<file path="config.mk">
export PLATFORM = sky130hd
export DESIGN_NAME = adder_io_ctrl_flat
export DESIGN_NICKNAME = d
export VERILOG_FILES = /design/src/rtl/adder_io_pkg.sv /design/src/rtl/adder_io_if.sv /design/src/rtl/adder_settle_timer.sv /design/src/rtl/adder_io_ctrl.sv /design/src/flat_wrapper.sv
export SDC_FILE = /design/constraint.sdc
export NUM_CORES = 1
export LEC_CHECK = 0
export CAP_MARGIN = 10
export CORE_MARGIN = 1.5
export CORE_UTILIZATION = 53
export CTS_CLUSTER_SIZE = 8
export DETAILED_ROUTE_END_ITERATION = 10
export DONT_BUFFER_PORTS = 1
export GPL_TIMING_DRIVEN = 0
export MAX_ROUTING_LAYER = met4
export PLACE_DENSITY = 0.78
export SETUP_SLACK_MARGIN = 0.15
export SKIP_LAST_GASP = 1
export SLEW_MARGIN = 20
export SYNTH_ARGS = -nofsm -noshare
export SYNTH_HDL_FRONTEND = slang
export SYNTH_SLANG_ARGS = --single-unit
</file>
<file path="constraint.sdc">
create_clock -name clk -period 1.4 [get_ports clk]
set_input_delay 0.14 -clock clk [delete_from_list [all_inputs] [get_ports clk]]
set_output_delay 0.14 -clock clk [all_outputs]
set_load 0.02 [all_outputs]
</file>
<file path="src/rtl/adder_io_pkg.sv">
// rtl/adder_io_pkg.sv - shared widths and state encoding for the adder IO sequencer
package adder_io_pkg;

  localparam int OPW  = 4;
  localparam int SUMW = 5;
  localparam int CNTW = 4;

  localparam logic [1:0] S_IDLE   = 2'd0;
  localparam logic [1:0] S_SETTLE = 2'd1;
  localparam logic [1:0] S_DONE   = 2'd2;

endpackage

</file>
<file path="src/rtl/adder_io_if.sv">
// rtl/adder_io_if.sv - operand/result handshake bus of the adder IO sequencer
interface adder_io_if;
  import adder_io_pkg::*;

  logic            in_valid;
  logic            in_ready;
  logic [OPW-1:0]  in_a;
  logic [OPW-1:0]  in_b;
  logic            out_valid;
  logic            out_ready;
  logic [SUMW-1:0] out_sum;
  logic            out_carry;

  // The sequencer is the slave of this bus; the environment drives operands.
  modport slave (
    input  in_valid, in_a, in_b, out_ready,
    output in_ready, out_valid, out_sum, out_carry
  );

  modport master (
    output in_valid, in_a, in_b, out_ready,
    input  in_ready, out_valid, out_sum, out_carry
  );

endinterface

</file>
<file path="src/rtl/adder_settle_timer.sv">
// rtl/adder_settle_timer.sv - loadable down-counter timing the adder settle window
module adder_settle_timer
  import adder_io_pkg::*;
(
  input  logic            clk,
  input  logic            rst,
  input  logic            load,
  input  logic [CNTW-1:0] load_val,
  input  logic            dec,
  output logic [CNTW-1:0] cnt,
  output logic            zero
);

  always_ff @(posedge clk) begin
    if (rst) begin
      cnt <= '0;
    end else if (load) begin
      cnt <= load_val;
    end else if (dec && (cnt != '0)) begin
      cnt <= cnt - 1'b1;
    end
  end

  assign zero = (cnt == '0);

endmodule

</file>
<file path="src/rtl/adder_io_ctrl.sv">
// rtl/adder_io_ctrl.sv - holds operands on an external adder, captures its sum after a settle time
// ADDER_IO_STATS_EN adds op_count/carry_count outputs.
module adder_io_ctrl
  import adder_io_pkg::*;
#(
  parameter int SETTLE_CYCLES = 2
) (
  input  logic            clk,
  input  logic            rst,
  adder_io_if.slave       bus,
  output logic [OPW-1:0]  add_a,
  output logic [OPW-1:0]  add_b,
  input  logic [SUMW-1:0] add_sum,
`ifdef ADDER_IO_STATS_EN
  output logic [15:0]     op_count,
  output logic [15:0]     carry_count,
`endif
  output logic            busy
);

  if (SETTLE_CYCLES < 1 || SETTLE_CYCLES > 15) begin : g_bad_settle
    $error("adder_io_ctrl: SETTLE_CYCLES=%0d outside 1..15", SETTLE_CYCLES);
  end

  localparam logic [CNTW-1:0] LOAD_VAL = CNTW'(SETTLE_CYCLES - 1);

  logic [1:0]      state;
  logic [SUMW-1:0] sum_q;
  logic            valid_q;
  logic            accept;
  logic            release_res;
  logic            settle_zero;
  logic [CNTW-1:0] settle_cnt;

  assign accept      = (state == S_IDLE) && bus.in_valid;
  assign release_res = valid_q && bus.out_ready;

  adder_settle_timer u_timer (
    .clk      (clk),
    .rst      (rst),
    .load     (accept),
    .load_val (LOAD_VAL),
    .dec      (state == S_SETTLE),
    .cnt      (settle_cnt),
    .zero     (settle_zero)
  );

  always_ff @(posedge clk) begin
    if (rst) begin
      state   <= S_IDLE;
      add_a   <= '0;
      add_b   <= '0;
      sum_q   <= '0;
      valid_q <= 1'b0;
    end else begin
      case (state)
        S_IDLE: begin
          if (accept) begin
            add_a <= bus.in_a;
            add_b <= bus.in_b;
            state <= S_SETTLE;
          end
        end
        S_SETTLE: begin
          // add_sum is only trusted once the full settle window has elapsed.
          if (settle_zero) begin
            sum_q   <= add_sum;
            valid_q <= 1'b1;
            state   <= S_DONE;
          end
        end
        S_DONE: begin
          if (release_res) begin
            valid_q <= 1'b0;
            state   <= S_IDLE;
          end
        end
        default: begin
          state   <= S_IDLE;
          valid_q <= 1'b0;
        end
      endcase
    end
  end

`ifdef ADDER_IO_STATS_EN
  always_ff @(posedge clk) begin
    if (rst) begin
      op_count    <= '0;
      carry_count <= '0;
    end else if (release_res) begin
      op_count <= op_count + 16'd1;
      if (sum_q[SUMW-1]) begin
        carry_count <= carry_count + 16'd1;
      end
    end
  end
`endif

  assign bus.in_ready  = (state == S_IDLE);
  assign bus.out_valid = valid_q;
  assign bus.out_sum   = sum_q;
  assign bus.out_carry = sum_q[SUMW-1];
  assign busy          = (state == S_SETTLE) || (state == S_DONE);

endmodule

</file>
<file path="src/flat_wrapper.sv">
// flat-port wrapper written by rule: the top's interface ports become plain ports
module adder_io_ctrl_flat import adder_io_pkg::*;
#(
  parameter int SETTLE_CYCLES = 2
)
  (clk, rst, add_a, add_b, add_sum, busy, bus_in_valid, bus_in_a, bus_in_b, bus_out_ready, bus_in_ready, bus_out_valid, bus_out_sum, bus_out_carry);
  adder_io_if bus_i ();
  input  logic clk;
  input  logic rst;
  output logic [OPW-1:0] add_a;
  output logic [OPW-1:0] add_b;
  input  logic [SUMW-1:0] add_sum;
  output logic busy;
  input wire logic [$bits(bus_i.in_valid)-1:0] bus_in_valid;
  input wire logic [$bits(bus_i.in_a)-1:0] bus_in_a;
  input wire logic [$bits(bus_i.in_b)-1:0] bus_in_b;
  input wire logic [$bits(bus_i.out_ready)-1:0] bus_out_ready;
  output wire logic [$bits(bus_i.in_ready)-1:0] bus_in_ready;
  output wire logic [$bits(bus_i.out_valid)-1:0] bus_out_valid;
  output wire logic [$bits(bus_i.out_sum)-1:0] bus_out_sum;
  output wire logic [$bits(bus_i.out_carry)-1:0] bus_out_carry;
  assign bus_i.in_valid = bus_in_valid;
  assign bus_i.in_a = bus_in_a;
  assign bus_i.in_b = bus_in_b;
  assign bus_i.out_ready = bus_out_ready;
  assign bus_in_ready = bus_i.in_ready;
  assign bus_out_valid = bus_i.out_valid;
  assign bus_out_sum = bus_i.out_sum;
  assign bus_out_carry = bus_i.out_carry;
  adder_io_ctrl #(.SETTLE_CYCLES(SETTLE_CYCLES)) u_core (.clk(clk), .rst(rst), .bus(bus_i), .add_a(add_a), .add_b(add_b), .add_sum(add_sum), .busy(busy));
endmodule
</file>
==> metrics.txt <==
# TYPE chip_impl_metric gauge
chip_impl_metric{name="achievable-frequency",unit="MHz"} 726
chip_impl_metric{name="grt_antenna_before_repair",unit=""} 0
chip_impl_info{name="layout_common_cells",value="18 x sky130_fd_sc_hd__nand2_1, 16 x sky130_fd_sc_hd__dfxtp_1, 13 x sky130_fd_sc_hd__dlygate4sd3_1"} 1
chip_impl_metric{name="report.final.setup_viol",unit=""} 0
chip_impl_metric{name="synth.avg_cell_area",unit="um2"} 8.98
chip_impl_metric{name="core.rowCount",unit=""} 14
chip_impl_metric{name="grt_overflow",unit=""} 0
chip_impl_metric{name="cts-buffers-inserted",unit=""} 3
chip_impl_metric{name="finClkSkew",unit="ns"} 0.00992
chip_impl_info{name="grt_setup_unrepaired",value="yes"} 1
chip_impl_metric{name="ys_seq_area_share",unit="%"} 43.7
chip_impl_metric{name="clk_pin_slew_worst_paths",unit="ns"} 0.11
chip_impl_metric{name="number_of_iterations_in_the_first_detailed_routing_pass",unit=""} 7
chip_impl_info{name="status",value="complete, but fails checks"} 1
chip_impl_metric{name="ys_seq_elements",unit=""} 20
chip_impl_metric{name="routed_via_density",unit=""} 5.61
chip_impl_metric{name="highest_cell_delay_on_the_worst_timing_path",unit="ns"} 0.38
chip_impl_metric{name="gr-usage-all-layers",unit="%"} 23.1
chip_impl_metric{name="cts_buffer_depth",unit=""} 2
chip_impl_metric{name="worst-endpoint-arrival",unit="ns"} 1.55
chip_impl_info{name="synth_top_family_by_area",value="simple AND/OR/NAND/NOR gates"} 1
chip_impl_info{name="failed_checks",value="DRC"} 1
chip_impl_metric{name="power.share.combinational",unit="%"} 44.7
chip_impl_info{name="layout.cells.most_common",value="sky130_fd_sc_hd__nand2_1"} 1
chip_impl_metric{name="final_layout_size_suffix_gt1_share",unit="%"} 33.3
chip_impl_info{name="crit_chain",value="inv_4 -> ha_4 -> buf_6 -> buf_4 -> buf_4 -> a211oi_2 -> a211oi_1"} 1
chip_impl_metric{name="synth_xor_xnor_area_share",unit="%"} 0
chip_impl_metric{name="switchingPower",unit="W"} 0.000933
chip_impl_metric{name="switching_share",unit="%"} 38.0
chip_impl_metric{name="synth_simple_gate_area_share",unit="%"} 23.6
chip_impl_metric{name="area.growth.synth_to_final",unit="%"} 39.6
chip_impl_metric{name="timing_hold_violations_final",unit=""} 0
chip_impl_metric{name="detail_route.wirelength",unit="um"} 2190
chip_impl_metric{name="grt_max_degree",unit=""} 13
chip_impl_metric{name="worst_slew_margin_relative_to_its_limit",unit="%"} 71.4
chip_impl_metric{name="antennaDiodeCount",unit=""} 0
chip_impl_metric{name="max_cap_viol_count",unit=""} 0
chip_impl_metric{name="nNetsFinal",unit=""} 152
chip_impl_metric{name="power_leakage",unit="nW"} 0.492
chip_impl_metric{name="cts.sinks",unit=""} 20
chip_impl_metric{name="htree_num_levels",unit=""} 1
chip_impl_metric{name="routed-via-count",unit=""} 814
chip_impl_metric{name="drv_slew",unit=""} 0
chip_impl_metric{name="clock_power_share",unit="%"} 19.4
chip_impl_metric{name="design.die.area",unit="um2"} 1990
chip_impl_metric{name="fillers",unit=""} 82
chip_impl_metric{name="p_per_area",unit="nW/um2"} 1920
chip_impl_metric{name="crit_required",unit="ns"} 1.58
chip_impl_metric{name="worst_slew_pin_slew",unit="ns"} 0.429
chip_impl_metric{name="remaining_drc_errors",unit=""} 3
chip_impl_info{name="critPathMostFrequentCell",value="sky130_fd_sc_hd__buf_4"} 1
chip_impl_metric{name="post_detail_place_hpwl",unit="um"} 1250
chip_impl_metric{name="syn_area",unit="um2"} 916
chip_impl_metric{name="critical_path_peak_fanout",unit=""} 5
chip_impl_info{name="cts_tree",value="yes"} 1
chip_impl_metric{name="share_seq_of_total_power",unit="%"} 35.9
chip_impl_metric{name="placeableCoreArea",unit="um2"} 1560
chip_impl_info{name="setup.worst_path.end_class",value="register"} 1
chip_impl_info{name="holdCritPathClass",value="input port to register"} 1
chip_impl_metric{name="postRouteAntennaNets",unit=""} 0
chip_impl_metric{name="grt_pass1_vias",unit=""} 779
chip_impl_metric{name="fin_crit",unit="ns"} 1.38
chip_impl_metric{name="synthAdderAreaFrac",unit="%"} 6.83
chip_impl_metric{name="min_period_over_period",unit="%"} 98.3
chip_impl_metric{name="setup-tns-final",unit="ns"} 0
chip_impl_metric{name="number_of_buffer_cells_added_on_primary_ports",unit=""} 0
chip_impl_metric{name="synth-compound-area-share",unit="%"} 13.8
chip_impl_metric{name="yosysUniqueCellTypes",unit=""} 29
chip_impl_metric{name="start_util",unit="%"} 58.7
chip_impl_metric{name="drt_iter0_markers",unit=""} 11
chip_impl_metric{name="synth.area.mux_share",unit="%"} 6.56
chip_impl_metric{name="synthesis.yosys.warnings",unit=""} 0
chip_impl_metric{name="synthesis.instances",unit=""} 102
chip_impl_info{name="clock_tree.root_cell",value="sky130_fd_sc_hd__clkbuf_4"} 1
chip_impl_metric{name="final_core_util",unit="%"} 82.0
chip_impl_metric{name="io-pin-count",unit=""} 34
chip_impl_metric{name="worst_ir_drop_on_vdd",unit="uV"} 1470
chip_impl_info{name="critPathSlowestCell",value="sky130_fd_sc_hd__dfxtp_2"} 1
chip_impl_metric{name="grt_pass1_wl",unit="um"} 3260
chip_impl_metric{name="power_report.internal_total",unit="W"} 0.00152
chip_impl_metric{name="dieWidth",unit="um"} 44.6
chip_impl_metric{name="dieHeight",unit="um"} 44.6
chip_impl_info{name="timing.setup.critical_path_class",value="register to register"} 1
chip_impl_info{name="timing.critical_path.from_type",value="register"} 1
chip_impl_metric{name="clock_latency",unit="ns"} 0.30
chip_impl_metric{name="globalplace.congestion",unit=""} 0.688
chip_impl_metric{name="synth_fp_nets",unit=""} 124
chip_impl_metric{name="wire_per_inst",unit="um"} 15.1
state kept, by name, indices dropped and copies added (netlist names):
| register | count |
|---|---|
| u_core.add_a | 4 |
| u_core.add_b | 4 |
| u_core.bus.out_valid | 1 |
| u_core.u_timer.cnt | 4 |
| u_core.bus.out_sum | 5 |
| u_core.state | 2 |
synth_stat cells:
master / instances / share of area, %
sky130_fd_sc_hd__a31oi_1: 2 / 1.4
sky130_fd_sc_hd__nor3_1: 2 / 1.1
sky130_fd_sc_hd__nor3b_2: 1 / 1.4
sky130_fd_sc_hd__and3_4: 1 / 1.2
sky130_fd_sc_hd__a21oi_1: 11 / 6.0
sky130_fd_sc_hd__o211ai_1: 1 / 0.82
sky130_fd_sc_hd__nand4b_1: 1 / 0.96
sky130_fd_sc_hd__nand3_1: 1 / 0.55
sky130_fd_sc_hd__a21bo_2: 1 / 1.1
sky130_fd_sc_hd__dfxtp_1: 20 / 44
sky130_fd_sc_hd__ha_1: 5 / 6.8
sky130_fd_sc_hd__a211oi_2: 1 / 1.4
sky130_fd_sc_hd__inv_1: 5 / 2.0
sky130_fd_sc_hd__nor2_1: 8 / 3.3
sky130_fd_sc_hd__or3b_4: 1 / 1.2
sky130_fd_sc_hd__nand2_1: 19 / 7.8
sky130_fd_sc_hd__nand2b_1: 2 / 1.4
sky130_fd_sc_hd__and2_1: 1 / 0.68
sky130_fd_sc_hd__nor4b_2: 1 / 1.6
sky130_fd_sc_hd__o21ai_0: 1 / 0.55
sky130_fd_sc_hd__and4bb_1: 1 / 1.4
sky130_fd_sc_hd__buf_2: 1 / 0.55
sky130_fd_sc_hd__a311oi_1: 1 / 0.96
sky130_fd_sc_hd__mux2i_1: 6 / 6.6
sky130_fd_sc_hd__a21boi_0: 1 / 0.82
sky130_fd_sc_hd__buf_4: 2 / 1.6
sky130_fd_sc_hd__clkbuf_1: 3 / 1.2
sky130_fd_sc_hd__a211oi_1: 1 / 0.82
sky130_fd_sc_hd__nor3_2: 1 / 1.1
stage by stage:
step / instance area, um2 / instances / setup WS [ns] / power (W) / hold slack (ns)
detailed placement: 975 / 118 / 0.0114 / 0.00168 / 0.283
finish: 1280 / 145 / 0.0235 / 0.00246 / 0.0272
global placement: 975 / 118 / 0.0427 / 0.00165 / 0.279
global route: 1280 / 145 / -0.0286 / 0.00260 / 0.0239
CTS: 1220 / 142 / 0.0534 / 0.00229 / 0.0163
floorplan: 955 / 102 / 0.131 / 0.00155 / 0.276
layer usage:
metal | up-vias | routed length, um | track usage, %
met4 | 0 | 18 | 9.09
met5 | - | 0 | -
met3 | 2 | 119 | 2.45
met1 | 387 | 903 | 25.8
met2 | 25 | 1140 | 41.4
li1 | 400 | - | -
worst max-delay path, delay by kind of cell (launching register included):
kind	cells	cell delay [ns]
buffers and inverters	4	0.45
adders and majority gates	1	0.15
DFF	1	0.38
AOI/OAI and AO/OA	2	0.28
area by class of cell:
cell class / count / area [um2] / area share (%)
multi-input combinational: 71 / 529 / 41.4
sequential: 20 / 405 / 31.7
timing repair buffer: 23 / 205 / 16.0
buffer: 6 / 45.0 / 3.52
clock inverter: 1 / 30.0 / 2.35
clock buffer: 3 / 22.5 / 1.76
inverter: 5 / 21.3 / 1.66
tap: 16 / 20.0 / 1.57
kinds of logic after synthesis:
group           after synthesis
simple gates                 40
flops                        20
buf+inv                      11
mux                           6
fa+ha+maj                     5
compound gates               20
timing repair:
item / in CTS / in global routing
endpoints found under the setup margin: 20 / 22
resized for setup: 7 / 11
pin swaps: 2 / 3
hold buffers: 13 / 0
gates cloned: 0 / 0
hold endpoints to repair: 13 / 0
buffers inserted: 7 / 3
power groups by stage:
stage,sequential (W),clock (W),combinational [W]
2_1_floorplan,0.000862,0,0.000687
3_3_place_gp,0.000878,0,0.000768
3_5_place_dp,0.000884,0,0.000793
4_1_cts,0.000870,0.000482,0.000935
5_1_grt,0.000894,0.000496,0.00121
6_report,0.000883,0.000476,0.00110
final timing paths:
kind / start / to / slack, ns / cells after the start
min reg2reg: u_core.add_b[0] / u_core.add_b[0] / 0.57 / 2
min: bus_in_valid / u_core.state[0] / 0.03 / 2
max: u_core.state[1] / u_core.state[0] / 0.02 / 7
max reg2reg: u_core.state[1] / u_core.state[0] / 0.02 / 7
Power figures use the tool's default switching activity.
